--- src/rtl/mem_arbiter_rr_pkg.sv ---
// Shared types and constants for the round-robin memory arbiter.
// Latency: none (definitions only).
// Backpressure: none (definitions only).
package mem_arbiter_rr_pkg;

  // Default bus geometry
  localparam int DEF_AW  = 32;
  localparam int DEF_DW  = 64;
  localparam int DEF_IDW = 4;

  // Fixed master slots
  localparam int MST_ICACHE  = 0;
  localparam int MST_DCACHE  = 1;
  localparam int MST_UNCACHE = 2;

  typedef enum logic [1:0] {
    R_IDLE = 2'd0,
    R_ADDR = 2'd1,
    R_DATA = 2'd2
  } rd_state_e;

  typedef enum logic [1:0] {
    W_IDLE = 2'd0,
    W_SEND = 2'd1,
    W_RESP = 2'd2
  } wr_state_e;

endpackage

--- src/rtl/mem_arbiter_rr_pick.sv ---
// Round-robin picker: first requester at or after ptr, wrapping modulo N.
// Latency: purely combinational.
// Backpressure: none; the caller decides when to consume the pick.
module mem_arbiter_rr_pick #(
  parameter int N  = 3,
  parameter int IW = 2
) (
  input  logic [N-1:0]  req,
  input  logic [IW-1:0] ptr,
  output logic [N-1:0]  gnt_oh,
  output logic [IW-1:0] gnt_idx,
  output logic          any_req
);

  // Scan from ptr upward; the first hit wins, later hits are masked by any_req
  always_comb begin
    logic [IW-1:0] j;
    gnt_oh  = '0;
    gnt_idx = '0;
    any_req = 1'b0;
    j       = '0;
    for (int k = 0; k < N; k++) begin
      j = IW'((int'(ptr) + k) % N);
      if (!any_req && req[j]) begin
        any_req    = 1'b1;
        gnt_idx    = j;
        gnt_oh[j]  = 1'b1;
      end
    end
  end

endmodule

--- src/rtl/mem_arbiter_rr.sv ---
// N-master arbiter onto one AXI-like port; independent read/write FSMs with round-robin pointers.
// Latency: 1 cycle request->ar/aw_valid; 1 cycle r beat->m_rvalid; 1 cycle b->m_wdone.
// Backpressure: one outstanding txn per path; ar/aw/w valids hold until ready; requests wait while busy.
module mem_arbiter_rr
  import mem_arbiter_rr_pkg::*;
#(
  parameter int N_MST = 3,
  parameter int AW    = DEF_AW,
  parameter int DW    = DEF_DW,
  parameter int IDW   = DEF_IDW
) (
  input  logic                    clk,
  input  logic                    rst,
  input  logic [N_MST-1:0]        m_rreq,
  input  logic [N_MST*AW-1:0]     m_raddr,
  output logic [DW-1:0]           m_rdata,
  output logic [N_MST-1:0]        m_rvalid,
  output logic [N_MST-1:0]        m_rdone,
  input  logic [N_MST-1:0]        m_wreq,
  input  logic [N_MST*AW-1:0]     m_waddr,
  input  logic [N_MST*DW-1:0]     m_wdata,
  input  logic [N_MST*DW/8-1:0]   m_wstrb,
  output logic [N_MST-1:0]        m_wdone,
  output logic                    ar_valid,
  input  logic                    ar_ready,
  output logic [IDW-1:0]          ar_id,
  output logic [AW-1:0]           ar_addr,
  input  logic                    r_valid,
  input  logic [IDW-1:0]          r_id,
  input  logic [DW-1:0]           r_data,
  input  logic                    r_last,
  output logic                    aw_valid,
  input  logic                    aw_ready,
  output logic [IDW-1:0]          aw_id,
  output logic [AW-1:0]           aw_addr,
  output logic                    w_valid,
  input  logic                    w_ready,
  output logic [DW-1:0]           w_data,
  output logic [DW/8-1:0]         w_strb,
  input  logic                    b_valid,
  input  logic [IDW-1:0]          b_id,
  output logic                    stall_o
);

  localparam int IW = (N_MST > 1) ? $clog2(N_MST) : 1;
  localparam int SW = DW / 8;

  rd_state_e        rd_state;
  wr_state_e        wr_state;
  logic [IW-1:0]    rd_ptr, wr_ptr;
  logic [IW-1:0]    rgnt, wgnt;
  logic [N_MST-1:0] rgnt_oh, wgnt_oh;
  logic [N_MST-1:0] r_oh, w_oh;
  logic [IW-1:0]    r_idx, w_idx;
  logic             r_any, w_any;
  logic             aw_done, w_done;
  logic             aw_hs, w_hs;

  function automatic logic [IW-1:0] next_ptr(input logic [IW-1:0] cur);
    return (cur == IW'(N_MST - 1)) ? '0 : cur + 1'b1;
  endfunction

  mem_arbiter_rr_pick #(.N(N_MST), .IW(IW)) u_rd_pick (
    .req     (m_rreq),
    .ptr     (rd_ptr),
    .gnt_oh  (r_oh),
    .gnt_idx (r_idx),
    .any_req (r_any)
  );

  mem_arbiter_rr_pick #(.N(N_MST), .IW(IW)) u_wr_pick (
    .req     (m_wreq),
    .ptr     (wr_ptr),
    .gnt_oh  (w_oh),
    .gnt_idx (w_idx),
    .any_req (w_any)
  );

  assign aw_hs = aw_valid & aw_ready;
  assign w_hs  = w_valid & w_ready;

  // Stall while anyone is asking or either path is busy; forced low in reset
  assign stall_o = rst & ((|m_rreq) | (|m_wreq) | (rd_state != R_IDLE) | (wr_state != W_IDLE));

  // Read path: grant, address phase, then route matching beats to the owner
  always_ff @(posedge clk or negedge rst) begin
    if (!rst) begin
      rd_state <= R_IDLE;
      rd_ptr   <= '0;
      rgnt     <= '0;
      rgnt_oh  <= '0;
      ar_valid <= 1'b0;
      ar_id    <= '0;
      ar_addr  <= '0;
      m_rdata  <= '0;
      m_rvalid <= '0;
      m_rdone  <= '0;
    end else begin
      m_rvalid <= '0;
      m_rdone  <= '0;
      case (rd_state)
        R_IDLE: if (r_any) begin
          rgnt     <= r_idx;
          rgnt_oh  <= r_oh;
          ar_id    <= IDW'(r_idx);
          ar_addr  <= m_raddr[r_idx*AW +: AW];
          ar_valid <= 1'b1;
          rd_state <= R_ADDR;
        end
        R_ADDR: if (ar_ready) begin
          ar_valid <= 1'b0;
          rd_ptr   <= next_ptr(rgnt);
          rd_state <= R_DATA;
        end
        R_DATA: if (r_valid && (r_id == IDW'(rgnt))) begin
          // A master that abandoned its request gets nothing back
          if (|(m_rreq & rgnt_oh)) begin
            m_rdata  <= r_data;
            m_rvalid <= rgnt_oh;
            if (r_last) m_rdone <= rgnt_oh;
          end
          if (r_last) rd_state <= R_IDLE;
        end
        default: rd_state <= R_IDLE;
      endcase
    end
  end

  // Write path: grant, AW and W complete independently, then wait for matching B
  always_ff @(posedge clk or negedge rst) begin
    if (!rst) begin
      wr_state <= W_IDLE;
      wr_ptr   <= '0;
      wgnt     <= '0;
      wgnt_oh  <= '0;
      aw_valid <= 1'b0;
      aw_id    <= '0;
      aw_addr  <= '0;
      w_valid  <= 1'b0;
      w_data   <= '0;
      w_strb   <= '0;
      aw_done  <= 1'b0;
      w_done   <= 1'b0;
      m_wdone  <= '0;
    end else begin
      m_wdone <= '0;
      case (wr_state)
        W_IDLE: if (w_any) begin
          wgnt     <= w_idx;
          wgnt_oh  <= w_oh;
          aw_id    <= IDW'(w_idx);
          aw_addr  <= m_waddr[w_idx*AW +: AW];
          w_data   <= m_wdata[w_idx*DW +: DW];
          w_strb   <= m_wstrb[w_idx*SW +: SW];
          aw_valid <= 1'b1;
          w_valid  <= 1'b1;
          aw_done  <= 1'b0;
          w_done   <= 1'b0;
          wr_state <= W_SEND;
        end
        W_SEND: begin
          if (aw_hs) begin
            aw_valid <= 1'b0;
            aw_done  <= 1'b1;
          end
          if (w_hs) begin
            w_valid <= 1'b0;
            w_done  <= 1'b1;
          end
          if ((aw_done | aw_hs) && (w_done | w_hs)) begin
            wr_ptr   <= next_ptr(wgnt);
            wr_state <= W_RESP;
          end
        end
        W_RESP: if (b_valid && (b_id == IDW'(wgnt))) begin
          if (|(m_wreq & wgnt_oh)) m_wdone <= wgnt_oh;
          wr_state <= W_IDLE;
        end
        default: wr_state <= W_IDLE;
      endcase
    end
  end

endmodule

--- config.mk ---
export PLATFORM = sky130hd
export DESIGN_NAME = mem_arbiter_rr
export DESIGN_NICKNAME = d
export VERILOG_FILES = /design/src/rtl/mem_arbiter_rr_pkg.sv /design/src/rtl/mem_arbiter_rr_pick.sv /design/src/rtl/mem_arbiter_rr.sv
export SDC_FILE = /design/constraint.sdc
export NUM_CORES = 1
export LEC_CHECK = 0
export CAP_MARGIN = 40
export CORE_AREA = 2 2 277 279
export DETAILED_ROUTE_END_ITERATION = 16
export DIE_AREA = 0 0 279 281
export PLACE_DENSITY_LB_ADDON = 0.15
export SLEW_MARGIN = 20
export SYNTH_ARGS = -nofsm -noshare
export SYNTH_HDL_FRONTEND = slang
export SYNTH_SLANG_ARGS = --single-unit
--- constraint.sdc ---
create_clock -name clk -period 2.9 [get_ports clk]
set_input_delay 0.29 -clock clk [delete_from_list [all_inputs] [get_ports clk]]
set_output_delay 0.29 -clock clk [all_outputs]
set_load 0.005 [all_outputs]
After elaboration in Yosys (flattened, before gate mapping)
Index checks and enable logic that the tools add are counted.

word-level totals
  bits in registers = 232
  logic and storage cells = 193
  output and inout port bits = 221
  input port bits = 494

operators by class
  equal/unequal tests = 17
  reductions and logical operators = 37
  add/sub/neg operators = 6
  bitwise operators = 14
  magnitude comparators = 12
  shift-type cells = 4
  muxes and demuxes = 76
  divide/modulo/power cells = 6

operators by type and width
  cell                                                                                 count
  192-bit by 9-bit variable part select with 64-bit output                             1
  96-bit by 8-bit variable part select with 32-bit output                              2
  32-bit by 3-bit modulo with 32-bit output, second input constant                     4
  3-bit by 3-bit modulo with 32-bit output, second input constant                      2
  3-bit two-way mux                                                                    16
  2-bit two-way mux                                                                    15
  1-bit two-way mux                                                                    26
  24-bit by 6-bit variable part select with 8-bit output                               1
  2-bit by 3-bit < comparator with 1-bit output, second input constant                 6
  2-bit != test, second input constant                                                 8
  3-bit AND reduction                                                                  5
  1-bit logical AND                                                                    13
  1-bit binary-select mux with 2-bit select                                            6
  1-bit demux with 2-bit select                                                        6
  2-bit by 1-bit greater-or-equal comparator with 1-bit output, second input constant  6
  3-bit OR                                                                             4
  2-bit case mux with 3 select lines                                                   2
  3-bit OR reduction                                                                   4
  1-bit case mux with 2 select lines                                                   5
  2-bit equality test, second input constant                                           4
  4-bit by 2-bit equality test with 1-bit output                                       2
  2-bit AND reduction                                                                  4
  2-bit nonzero test                                                                   4
  2-bit by 1-bit adder with 3-bit output, second input constant                        2
  other kinds (10)                                                                     24

Depth between registers and ports, before layout
Gate-level depths: netlist (run 1).

  depth in word-level cells = 12
  gate-level depth with buffers = 12
  depth with buffers taken out = 8

Hierarchy
Synthesis (run 1) repeated with hierarchy kept, for this count alone.

unflattened totals
  cells, all modules = 1256
  area total of the unflattened synthesis = 12210.5 µm²

modules (own cells, without submodules)
  module               instances  cells an instance  area each (µm²)  seq. area each (µm²)
  mem_arbiter_rr       1          1150               11514.8          5805.6
  mem_arbiter_rr_pick  2          53                 347.8            0.0

Worst setup path before layout (run 1)
No wires, ideal clock.

  kind = reg2reg
  start = register wr_ptr[1]
  end = register aw_addr[0]
  required time = 2762 ps
  stages on the path, launching flop included = 11
  setup time = 138 ps
  buffers on the path = 2
  path slack = 628 ps
  clock period less this slack = 2272 ps
  arrival = 2134 ps
  cell sequence = dfrtp_1 -> inv_1 -> ha_1 -> mux2_2 -> nor2_2 -> a21oi_4 -> o31ai_4 -> or2_1 -> buf_2 -> clkbuf_1 -> o211ai_1

between the ends
  cells in the longest elaborated chain, start to end = 11
  elaborated cells between the ends (all ways) = 23
  those cells by class = 2 x add/sub; 3 x div; 1 x shift; 12 x mux; 5 x reduce/logical

RTL lines
  what                                                                                                line                   text
  start, declared                                                                                     mem_arbiter_rr.sv:50   logic [IW-1:0] rd_ptr, wr_ptr;
  start signal, assigned                                                                              mem_arbiter_rr.sv:171  wr_ptr <= next_ptr(wgnt);
  parallel branches: the longest is 11 deep, another holds 32-bit by 3-bit modulo with 32-bit output  -
  end signal, assigned                                                                                mem_arbiter_rr.sv:152  aw_addr <= m_waddr[w_idx*AW +: AW];
  end, declared                                                                                       mem_arbiter_rr.sv:35   output logic [AW-1:0] aw_addr,

Several ways; the timed one is not identified. The select of a mux whose other input is x is not followed.
A chain may end at the register's enable or synchronous reset.

Final worst setup path (run 1)
  start = register wr_ptr[0]
  end = register aw_addr[11]

Same word-level chain as after synthesis.

==> results.txt, run 1 <==
commonest non-fill, non-tap cell in the layout = clkdlybuf4s50_1
ys flop type = dfrtp_1
Critical R2R Launch = wr_ptr[0]
drt first pass iters = 6
Area Growth Syn to Fin = 79.2%
Syn Inst Count = 1235
die width = 279 um
Clk Latency, worst-skew pair = 0.59 ns
CTS Root Cell = clkbuf_16
critical path class = reg2reg
Filler cells = 7966
Final ANT Viol Nets = 0
final hold vios = 0
Vias/cell = 4.05
I/O pin total = 715
Seq cells post-synth = 232
Resized Gates After CTS = 0
Post-route DRC = 0
# clock sinks = 232
Die H = 281 um
most frequent cells in the layout = clkdlybuf4s50_1, nand2_1, dfrtp_1
Placer Congestion = 0.795
overall routed net length = 56600 um
ys async rst share = 100%
Clock Path Buffers = 3
Inst Count DP = 2869
min Tclk post-route = 2.64 ns
final core occ = 27.9%
share of cells above drive strength 1 = 5.04%
worst r2r path cells = 10
CTS tree = built
Hold Path End = m_rdata[15]
first-pass GRT wire length = 83000 um
synthesized cell area = 11700 sq um
CORE AREA = 75400 sq um
layout net count = 2426
htree depth = 1
pin count of the biggest net entering global routing = 138
Post-synth EDFFs = 0
Clock transition at path regs = 0.06 ns
die area = 78400 sq um
P_leak = 8.71 nW
antenna violations before repair = 9
CP required = 3.35 ns
CP max FO = 23
Rows = 101
area of placed instances = 20000 sq um
CTS buffer count = 30
status = completed
post-route cell area = 21000 sq um
max-cap viol count = 0
HP Class = in2reg
GRT Total Usage = 13.9%
drt wl/cell = 19.3 um
f_max = 0.379 GHz
Layout Skew = 0.0193 ns
Syn Area/Cell = 9.50 sq um
port bufs = 710
peak supply drop = 545 uV
worst setup margin = 0.258 ns
worst hold path depth = 3
dpl hpwl = 42600 um
Pwr Total = 19.7 mW
setup TNS = 0 ns
hold_sp = r_data[15]
vias = 11.8k
pre-CTS setup slack = 0.164 ns
worst r2r dst = aw_addr[11]
final period utilization = 91.1%
Power Density = 938 nW/um^2
slew margin rel. = 35.5%
Hold WS = 0.241 ns
Slew @ Worst Pin = 0.968 ns
Yosys cell types = 46
Seq/Total Area, Yosys = 49.5%
Iter 0 DRT Violations = 403
final setup fails = 0
R2R Setup Slk = 0.26 ns
Max Slew Vio Count = 0
final non-filler cell total = 2926
initial core utilization = 15.5%
vias in the first global route = 12.9k
Yosys Warn Count = 0
RSZ-0062 raised after global routing = no
Critical Path AT = 3.09 ns
gr ovfl total = 0
crit start category = register
Crit. End Element = register
[cell type report]
cell class | instances | area (sq um) | share of cell area (%)
Timing Repair Buffer | 749 | 7610 | 36.2
Clock inverter | 4 | 47.5 | 0.226
Inverter | 12 | 45.0 | 0.214
Clock buffer | 47 | 906 | 4.31
Tap cell | 978 | 1220 | 5.82
Antenna cell | 5 | 12.5 | 0.0595
Sequential cell | 232 | 5810 | 27.6
Multi-Input combinational cell | 899 | 5370 | 25.6
[registers in the layout, indices dropped and copies added (netlist names), 8 cells and up]
| register | count |
|---|---|
| ar_addr | 32 |
| w_data | 64 |
| m_rdata | 64 |
| aw_addr | 32 |
| w_strb | 8 |
[worst max-delay path: stages (launching register included)]
cell      delay, ns
dfrtp_1        0.41
inv_1          0.08
ha_1           0.42
nand3b_1       0.16
o21ai_2        0.16
and3_1         0.21
o31a_2         0.20
buf_12         0.21
buf_4          0.24
mux2i_1        0.23
o211ai_1       0.10
[cell families (layout without fill, tap and decap cells)]
kind of cell             Yosys count  in the layout  share of synthesized area, %
flip-flops                       232            232                          49.5
AND/OR/NAND/NOR                  551            551                          20.0
multiplexers                     143            143                          12.3
XOR/XNOR                           4              4                         0.299
other                              1              9                        0.0320
adder cells (fa/ha/maj)            8              8                         0.854
AO/OA/AOI/OAI                    189            189                          12.1
buffers and inverters            107            812                          4.97
[cell usage after synthesis (3+ instances only)]
| master | count | share of area, % |
|---|---|---|
| nand3b_1 | 5 | 0.32 |
| buf_6 | 5 | 0.48 |
| o31ai_1 | 3 | 0.19 |
| o21ai_2 | 4 | 0.30 |
| buf_8 | 7 | 0.90 |
| o21ai_0 | 16 | 0.68 |
| nor2b_1 | 5 | 0.27 |
| and3_1 | 3 | 0.16 |
| nand2b_1 | 9 | 0.48 |
| buf_2 | 22 | 0.94 |
| nor2_1 | 13 | 0.42 |
| inv_1 | 12 | 0.38 |
| a211oi_1 | 3 | 0.19 |
| and2_1 | 4 | 0.21 |
| xnor2_1 | 4 | 0.30 |
| o21a_1 | 3 | 0.19 |
| buf_4 | 10 | 0.64 |
| clkbuf_1 | 48 | 1.5 |
| buf_1 | 3 | 0.096 |
| nand2_1 | 361 | 12 |
| dfrtp_1 | 232 | 50 |
| ha_1 | 8 | 0.85 |
| mux2i_1 | 140 | 12 |
| a21o_1 | 3 | 0.19 |
| o211ai_1 | 137 | 8.8 |
| o31a_1 | 3 | 0.22 |
| a21oi_1 | 6 | 0.26 |
| nand3_1 | 139 | 5.9 |
[what timing repair did]
| action | in CTS | in global routing |
|---|---|---|
| endpoints found under the setup margin | 0 | 0 |
| hold buffers | 1 | 0 |
| hold endpoints to repair | 232 | 0 |
| buffers inserted | 0 | 0 |
[where the power goes]
group          internal (mW)  total [mW]  switching (mW)  leakage, nW
Combinational           5.26        10.6            5.38         5.28
Clock                   2.20        3.73            1.53        0.465
Sequential              4.59        5.36           0.768         2.97
[worst max path at each step]
stage | startpoint | endpoint | slack (ns) | depth (start not counted)
floorplan | wr_ptr[1] | aw_addr[0] | 0.63 | 10
global placement | m_wreq[1] | w_data[9] | 0.26 | 9
global route | wr_ptr[0] | aw_addr[11] | 0.04 | 10
finish | wr_ptr[0] | aw_addr[11] | 0.26 | 10
CTS | wr_ptr[0] | aw_addr[11] | 0.20 | 10
detailed placement | m_wreq[1] | w_data[37] | 0.16 | 9
[routing by layer]
layer	routed length, um	vias up	global-route usage (%)	part of all wire (%)
li1	-	5687	-	-
met1	21200	5642	15.3	38
met2	29200	427	25.2	52
met3	4510	77	4.29	8.0
met4	1630	10	4.71	2.9
met5	62	-	0	0.11
No activity file was read; power rests on OpenSTA's default activity.
==> inputs of run 2 (changes only) <==
==> constraint.sdc (replaced) <==
create_clock -name clk -period 2.8 [get_ports clk]
set_input_delay 0.28 -clock clk [delete_from_list [all_inputs] [get_ports clk]]
set_output_delay 0.28 -clock clk [all_outputs]
set_load 0.005 [all_outputs]
==> run 2 against run 1 <==
  * Utilization up 0.21 points
  * Maximum frequency grew 0.74%
  * Highest routed layer unchanged
  * Register-to-register slack worse by 0.08 ns
  * Final area rose by 0.74%
  * Setup slack lost 0.081 ns
==> results.txt, run 2 (same netlist as run 1, synthesis figures left out) <==
status = completed
crit path cell chain = inv_1, ha_1, mux2i_1, mux2_2, nand2_1, o21ai_4, buf_12, mux2i_1, o211ai_1
setup TNS = 0 ns (unchanged)
register area = 5810 sq um (unchanged)
CORE AREA = 75400 sq um (unchanged)
GRT Total Usage = 14.1% (+0.25 points)
most frequent cells in the layout = clkdlybuf4s50_1, nand2_1, dfrtp_1
post-route cell area = 21200 sq um (+0.74%)
CTS Root Cell = clkbuf_16
Critical Path AT = 3.02 ns (-0.07 ns)
diode count = 0 (-5)
Area Growth Syn to Fin = 80.6%
f_max = 0.381 GHz (+0.74%)
critical path class = reg2reg
Slowest cell on crit path = dfrtp_1
CTS tree = built
Buf/Inv on CP = 2 (-1)
Power Density = 987 nW/um^2 (+5.2%)
Vias/cell = 4.09 (+0.96%)
layout net count = 2435 (+0.37%)
max-cap viol count = 0 (unchanged)
gr ovfl total = 0 (unchanged)
peak supply drop = 735 uV (+35%)
final hold vios = 0 (unchanged)
commonest non-fill, non-tap cell in the layout = clkdlybuf4s50_1
crit-path leading delay family = multiplexers
port bufs = 710 (unchanged)
Multi-input gate area = 5370 sq um (unchanged)
dpl hpwl = 42700 um (+0.35%)
CP max FO = 26 (+13%)
Rows = 101 (unchanged)
vias in the first global route = 13.0k (+0.93%)
htree depth = 2 (+1)
Layout Skew = 0.0228 ns (+0.00349 ns)
P_leak = 8.80 nW (+1.0%)
CTS buffer count = 34 (+13%)
initial core utilization = 15.5% (unchanged)
pin count of the biggest net entering global routing = 128 (-7.2%)
Die H = 281 um (unchanged)
antenna violations before repair = 4 (-5)
area of placed instances = 20100 sq um (+0.11%)
CP required = 3.20 ns (-0.15 ns)
Post-route DRC = 0 (unchanged)
Max Slew Vio Count = 0 (unchanged)
Clk Latency, worst-skew pair = 0.55 ns (-0.04 ns)
Final ANT Viol Nets = 0 (unchanged)
die width = 279 um (unchanged)
Crit. End Element = register
Slew @ Worst Pin = 0.994 ns (+0.0263 ns)
final period utilization = 93.7% (+2.6 points)
Filler cells = 7933 (-0.41%)
Clock transition at path regs = 0.05 ns (about the same)
Iter 0 DRT Violations = 548 (+36%)
final setup fails = 0 (unchanged)
overall routed net length = 57200 um (+1.1%)
# clock sinks = 232 (unchanged)
worst setup margin = 0.177 ns (-0.0806 ns)
pre-CTS setup slack = 0.0697 ns (-0.0946 ns)
vias = 12.0k (+1.3%)
largest stage delay on the critical path = 0.41 ns (about the same)
drt first pass iters = 5 (-1)
die area = 78400 sq um (unchanged)
crit start category = register
Largest regs = m_rdata x64, w_data x64
RSZ-0062 raised after global routing = no
drt wl/cell = 19.5 um (+0.83%)
slew margin rel. = 33.7% (-1.8 points)
R2R Setup Slk = 0.18 ns (-0.08 ns)
Placer Congestion = 0.820 (+3.1%)
HP Class = in2async
Clock Path Buffers = 3 (unchanged)
share of cells above drive strength 1 = 5.57% (+0.53 points)
min Tclk post-route = 2.62 ns (-0.0194 ns)
final core occ = 28.1% (+0.21 points)
CP dominant cell by count = mux2i_1
first-pass GRT wire length = 84100 um (+1.4%)
I/O pin total = 715 (unchanged)
Hold WS = 0.181 ns (-0.0607 ns)
[run 2: cell types whose count changed in the layout (fill, tap and decap cells not counted), sizes merged]
cell,change
bufinv,-1
clkbuf,+7
clkinv,+1
inv,+2
buf,+5
diode,-5
[run 2: repair_timing]
action | 4_1_cts | 5_1_grt
setup buffers | 0 | 2
gates resized for setup | 0 | 1
endpoints found under the hold margin | 97 | 0
hold buffers | 1 | 0
endpoints found under the setup margin | 0 | 5
[run 2: layout make-up]
class                   count  area share (%)
flip-flops and latches    232            27.4
multi-input cells         899            25.4
well taps                 978            5.78
repair buffers            754            36.1
inverters                  12           0.213
clock buffers              54            4.75
clock inverters             6           0.349
[run 2: worst register-to-register path, delay by kind of cell (launching register included)]
family          cells  cell delay [ns]
compound gates      2             0.44
fa+ha+maj           1             0.28
buf+inv             2             0.37
flops               1             0.41
mux                 3             0.90
simple gates        1             0.09
[run 2: path summary, 6_finish.rpt]
| path | startpoint | to | cells past startpoint |
|---|---|---|---|
| max | rd_ptr[1] | ar_addr[20] | 9 |
| min | rst | ar_addr[24] | 2 |
| max reg2reg | rd_ptr[1] | ar_addr[20] | 9 |
| min reg2reg | m_rdata[0] | m_rdata[0] | 2 |
| max in group asynchronous | rst | aw_addr[15] | 3 |
| min in group clk | r_data[58] | m_rdata[58] | 3 |
[run 2: power by group]
part / switching [mW] / internal (mW) / total [mW]
registers: 0.808 / 4.76 / 5.57
clock network: 1.73 / 2.49 / 4.22
logic: 5.64 / 5.48 / 11.1
[run 2: metal layers]
layer  vias to the layer above  part of all wire, %  track usage, %
met2                       460                   51            25.7
li1                       5718                    -               -
met3                        77                  8.1            4.63
met1                      5731                   38            15.5
met4                         8                  2.7            4.38
met5                         -                0.075               0
[run 2: stage by stage]
step | instances | power, mW
floorplan | 1238 | 11.1
global placement | 2872 | 16.9
detailed placement | 2872 | 17.0
CTS | 2933 | 21.4
global route | 2935 | 22.5
finish | 2935 | 20.9
==> inputs of run 3 (changes only) <==
--- a/config.mk
+++ b/config.mk
@@ -5,10 +5,11 @@
 export SDC_FILE = /design/constraint.sdc
 export NUM_CORES = 1
 export LEC_CHECK = 0
+export ABC_AREA = 1
 export CAP_MARGIN = 40
-export CORE_AREA = 2 2 277 279
+export CORE_AREA = 2 2 279 281
 export DETAILED_ROUTE_END_ITERATION = 16
-export DIE_AREA = 0 0 279 281
+export DIE_AREA = 0 0 281 283
 export PLACE_DENSITY_LB_ADDON = 0.15
 export SLEW_MARGIN = 20
 export SYNTH_ARGS = -nofsm -noshare
==> run 3 against run 2 <==
  * Count of clock-buffer cells in the layout down 5
  * Critical path depth increased by 2
  * Non-clock buffer count up 6
  * Clock power rose by 16%
  * Die area increased by 1.4%
  * Sequential power increased by 4.1%
  * Clock skew is 0.015 ns lower
  * Register-to-register slack better by 0.08 ns
  * Area after synthesis increased by 15%
  * Combinational power rose by 36%
  * Setup slack improved by 0.076 ns
  * Largest cell class unchanged
==> results.txt, run 3 <==
status = completed
Die H = 283 um (+0.71%)
Syn Inst Count = 1931 (+56%)
drt wl/cell = 18.1 um (-6.9%)
HP Class = in2async
CP required = 3.26 ns (+0.06 ns)
P_leak = 11.0 nW (+25%)
crit-path leading delay family = simple AND/OR/NAND/NOR gates
Setup Fix Bufs, Post-CTS = 0 (unchanged)
main area contributors after synthesis = dfrtp_1, nand2_1, nand3_1
Syn Area/Cell = 6.98 sq um (-27%)
Post-route DRC = 0 (unchanged)
vias in the first global route = 15.6k (+20%)
worst r2r dst = aw_addr[1]
CP max FO = 10 (-62%)
htree depth = 2 (unchanged)
synthesized cell area = 13500 sq um (+15%)
max-cap viol count = 0 (unchanged)
Buf/Inv on CP = 3 (+1)
most frequent cell after synthesis = nand2_1
combinational fraction of design power = 58.4% (+5.2 points)
Final ANT Viol Nets = 0 (unchanged)
antenna violations before repair = 10 (+6)
Clk pwr share = 19.0% (-1.2 points)
Power Density = 1110 nW/um^2 (+12%)
Largest regs = m_rdata x64, w_data x64
GRT Total Usage = 16.4% (+2.2 points)
share of cells above drive strength 1 = 4.86% (-0.71 points)
Yosys cell types = 36 (-22%)
Clock transition at path regs = 0.06 ns (about the same)
synth cell count leaders = nand2_1, inv_1, nand3_1
pin count of the biggest net entering global routing = 122 (-4.7%)
I/O pin total = 715 (unchanged)
crit start category = register
Resized Gates After CTS = 0 (unchanged)
worst setup margin = 0.253 ns (+0.0755 ns)
Psw = 11.2 mW (+37%)
WP depth = 11 (+2)
die area = 79500 sq um (+1.4%)
Crit. End Element = register
pre-CTS setup slack = 0.217 ns (+0.148 ns)
Critical R2R Launch = wr_ptr[0]
most frequent cells in the layout = clkdlybuf4s50_1, nand2_1, inv_1
setup TNS = 0 ns (unchanged)
Hold Buf Count CTS = 1 (unchanged)
final non-filler cell total = 3680 (+25%)
Clk Latency, worst-skew pair = 0.53 ns (-0.02 ns)
overall routed net length = 66800 um (+17%)
first-pass GRT wire length = 99500 um (+18%)
RSZ-0062 raised after global routing = no
# clock sinks = 232 (unchanged)
post-synth top area share = 43.1% (-6.4 points)
dpl hpwl = 49500 um (+16%)
Slowest cell on crit path = nor2_4
sequential share of power = 22.5% (-4.1 points)
Vias/cell = 4.13 (+1.1%)
Seq/Total Area, Yosys = 43.1% (-6.4 points)
Placer Congestion = 0.864 (+5.4%)
ys flop type = dfrtp_1
leading area contributor after synthesis = dfrtp_1
CORE AREA = 76700 sq um (+1.7%)
commonest non-fill, non-tap cell in the layout = clkdlybuf4s50_1
switch share = 43.5% (+4.4 points)
worst r2r path cells = 11 (+2)
min Tclk post-route = 2.55 ns (-0.0755 ns)
Layout Skew = 0.00750 ns (-0.0153 ns)
Area Growth Syn to Fin = 72.5%
final hold vios = 0 (unchanged)
final setup fails = 0 (unchanged)
Yosys Warn Count = 0 (unchanged)
vias = 15.2k (+27%)
crit path cell chain = inv_1, ha_1, o21ai_1, nand2_2, buf_4, nand4_2, nand2_4, nor2_4, buf_4, nand3_1, nand3_1
die width = 281 um (+0.72%)
CTS Root Cell = clkbuf_16
CTS tree = built
slew margin rel. = 46.9% (+13 points)
Post-synth EDFFs = 0 (unchanged)
drt first pass iters = 5 (unchanged)
Rows = 102 (+0.99%)
critical path class = reg2reg
CTS buffer count = 35 (+2.9%)
largest stage delay on the critical path = 0.45 ns (+0.04 ns)
Inst Count DP = 3615 (+26%)
Max Slew Vio Count = 0 (unchanged)
Iter 0 DRT Violations = 617 (+13%)
internal power = 14.5 mW (+14%)
Seq cells post-synth = 232 (unchanged)
Clock Path Buffers = 3 (unchanged)
f_max = 0.393 GHz (+3.0%)
peak supply drop = 812 uV (+11%)
Pwr Total = 25.8 mW (+23%)
final period utilization = 91.0% (-2.7 points)
R2R Setup Slk = 0.25 ns (+0.08 ns)
ys async rst share = 100% (unchanged)
port bufs = 710 (unchanged)
layout net count = 3115 (+28%)
gr ovfl total = 0 (unchanged)
initial core utilization = 17.6% (+2.0 points)
Slew @ Worst Pin = 0.789 ns (-0.205 ns)
Critical Path AT = 3.01 ns (about the same)
[run 3: changes by cell type in the layout (fill, tap and decap cells not counted), sizes merged, moves of 58 or more]
cell,previous run,this run
a21oi,7,134
inv,14,381
mux2i,141,0
nand3,139,298
nand3b,5,72
nor2,14,160
o211ai,137,0
o21ai,20,78
[run 3: worst max path at each step]
stage	slack, ns	endpoint	from
2_1_floorplan	0.72	w_data[37]	wr_ptr[0]
3_3_place_gp	0.04	w_strb[7]	m_wreq[2]
3_5_place_dp	0.22	aw_addr[18]	m_wreq[2]
4_1_cts	0.18	w_data[26]	wr_ptr[0]
5_1_grt	0.02	aw_addr[31]	wr_ptr[0]
6_report	0.25	aw_addr[1]	wr_ptr[0]
[run 3: kinds of logic after synthesis]
| family | share of synthesized area, % |
|---|---|
| AOI/OAI and AO/OA | 8.76 |
| xor gates and xnor gates | 0.130 |
| adders and majority gates | 0.743 |
| buffers and inverters | 15.0 |
| DFF | 43.1 |
| other | 0.0278 |
| and+or+nand+nor | 32.2 |
[run 3: per-stage QoR]
step | instance area [sq um] | utilization [%] | hold WS, ns
6_report | 23200 | 30.3 | 0.141
5_1_grt | 23200 | 30.3 | 0.122
4_1_cts | 23200 | 30.3 | 0.0995
3_5_place_dp | 22000 | 28.7 | 0.0904
3_3_place_gp | 22000 | 28.6 | 0.0890
2_1_floorplan | 13500 | - | -0.0156
[run 3: final cells by class]
| class | count | area (sq um) |
|---|---|---|
| Sequential cell | 232 | 5810 |
| Tap cell | 1040 | 1300 |
| Clock buffer | 49 | 1010 |
| Clock inverter | 10 | 228 |
| Fill cell | 8161 | 53500 |
| Inverter | 382 | 1440 |
| Antenna cell | 5 | 12.5 |
| Timing Repair Buffer | 760 | 7750 |
| Multi-Input combinational cell | 1202 | 5690 |
[run 3: worst register-to-register path: stages, from the launching register on]
cell and delay, ns:
dfrtp_1 0.33, inv_1 0.06, ha_1 0.41, o21ai_1 0.27, nand2_2 0.12, buf_4 0.16
nand4_2 0.12, nand2_4 0.09, nor2_4 0.45, buf_4 0.27, nand3_1 0.08, nand3_1 0.11
[run 3: routing by layer]
| layer | vias up | part of all wire, % | track usage, % |
|---|---|---|---|
| met5 | - | 0.085 | 0 |
| met1 | 7162 | 39 | 18.5 |
| li1 | 7356 | - | - |
| met3 | 82 | 8.5 | 5.20 |
| met2 | 595 | 50 | 29.2 |
| met4 | 10 | 2.2 | 4.55 |
[run 3: power by group through the flow]
stage	combinational, mW	sequential (mW)	clock [mW]
final	15.1	5.80	4.90
after global routing	16.8	5.98	5.25
after CTS	15.5	5.83	5.12
after floorplan	7.85	5.79	0
after global placement	15.2	5.82	0
after detailed placement	15.4	5.84	0
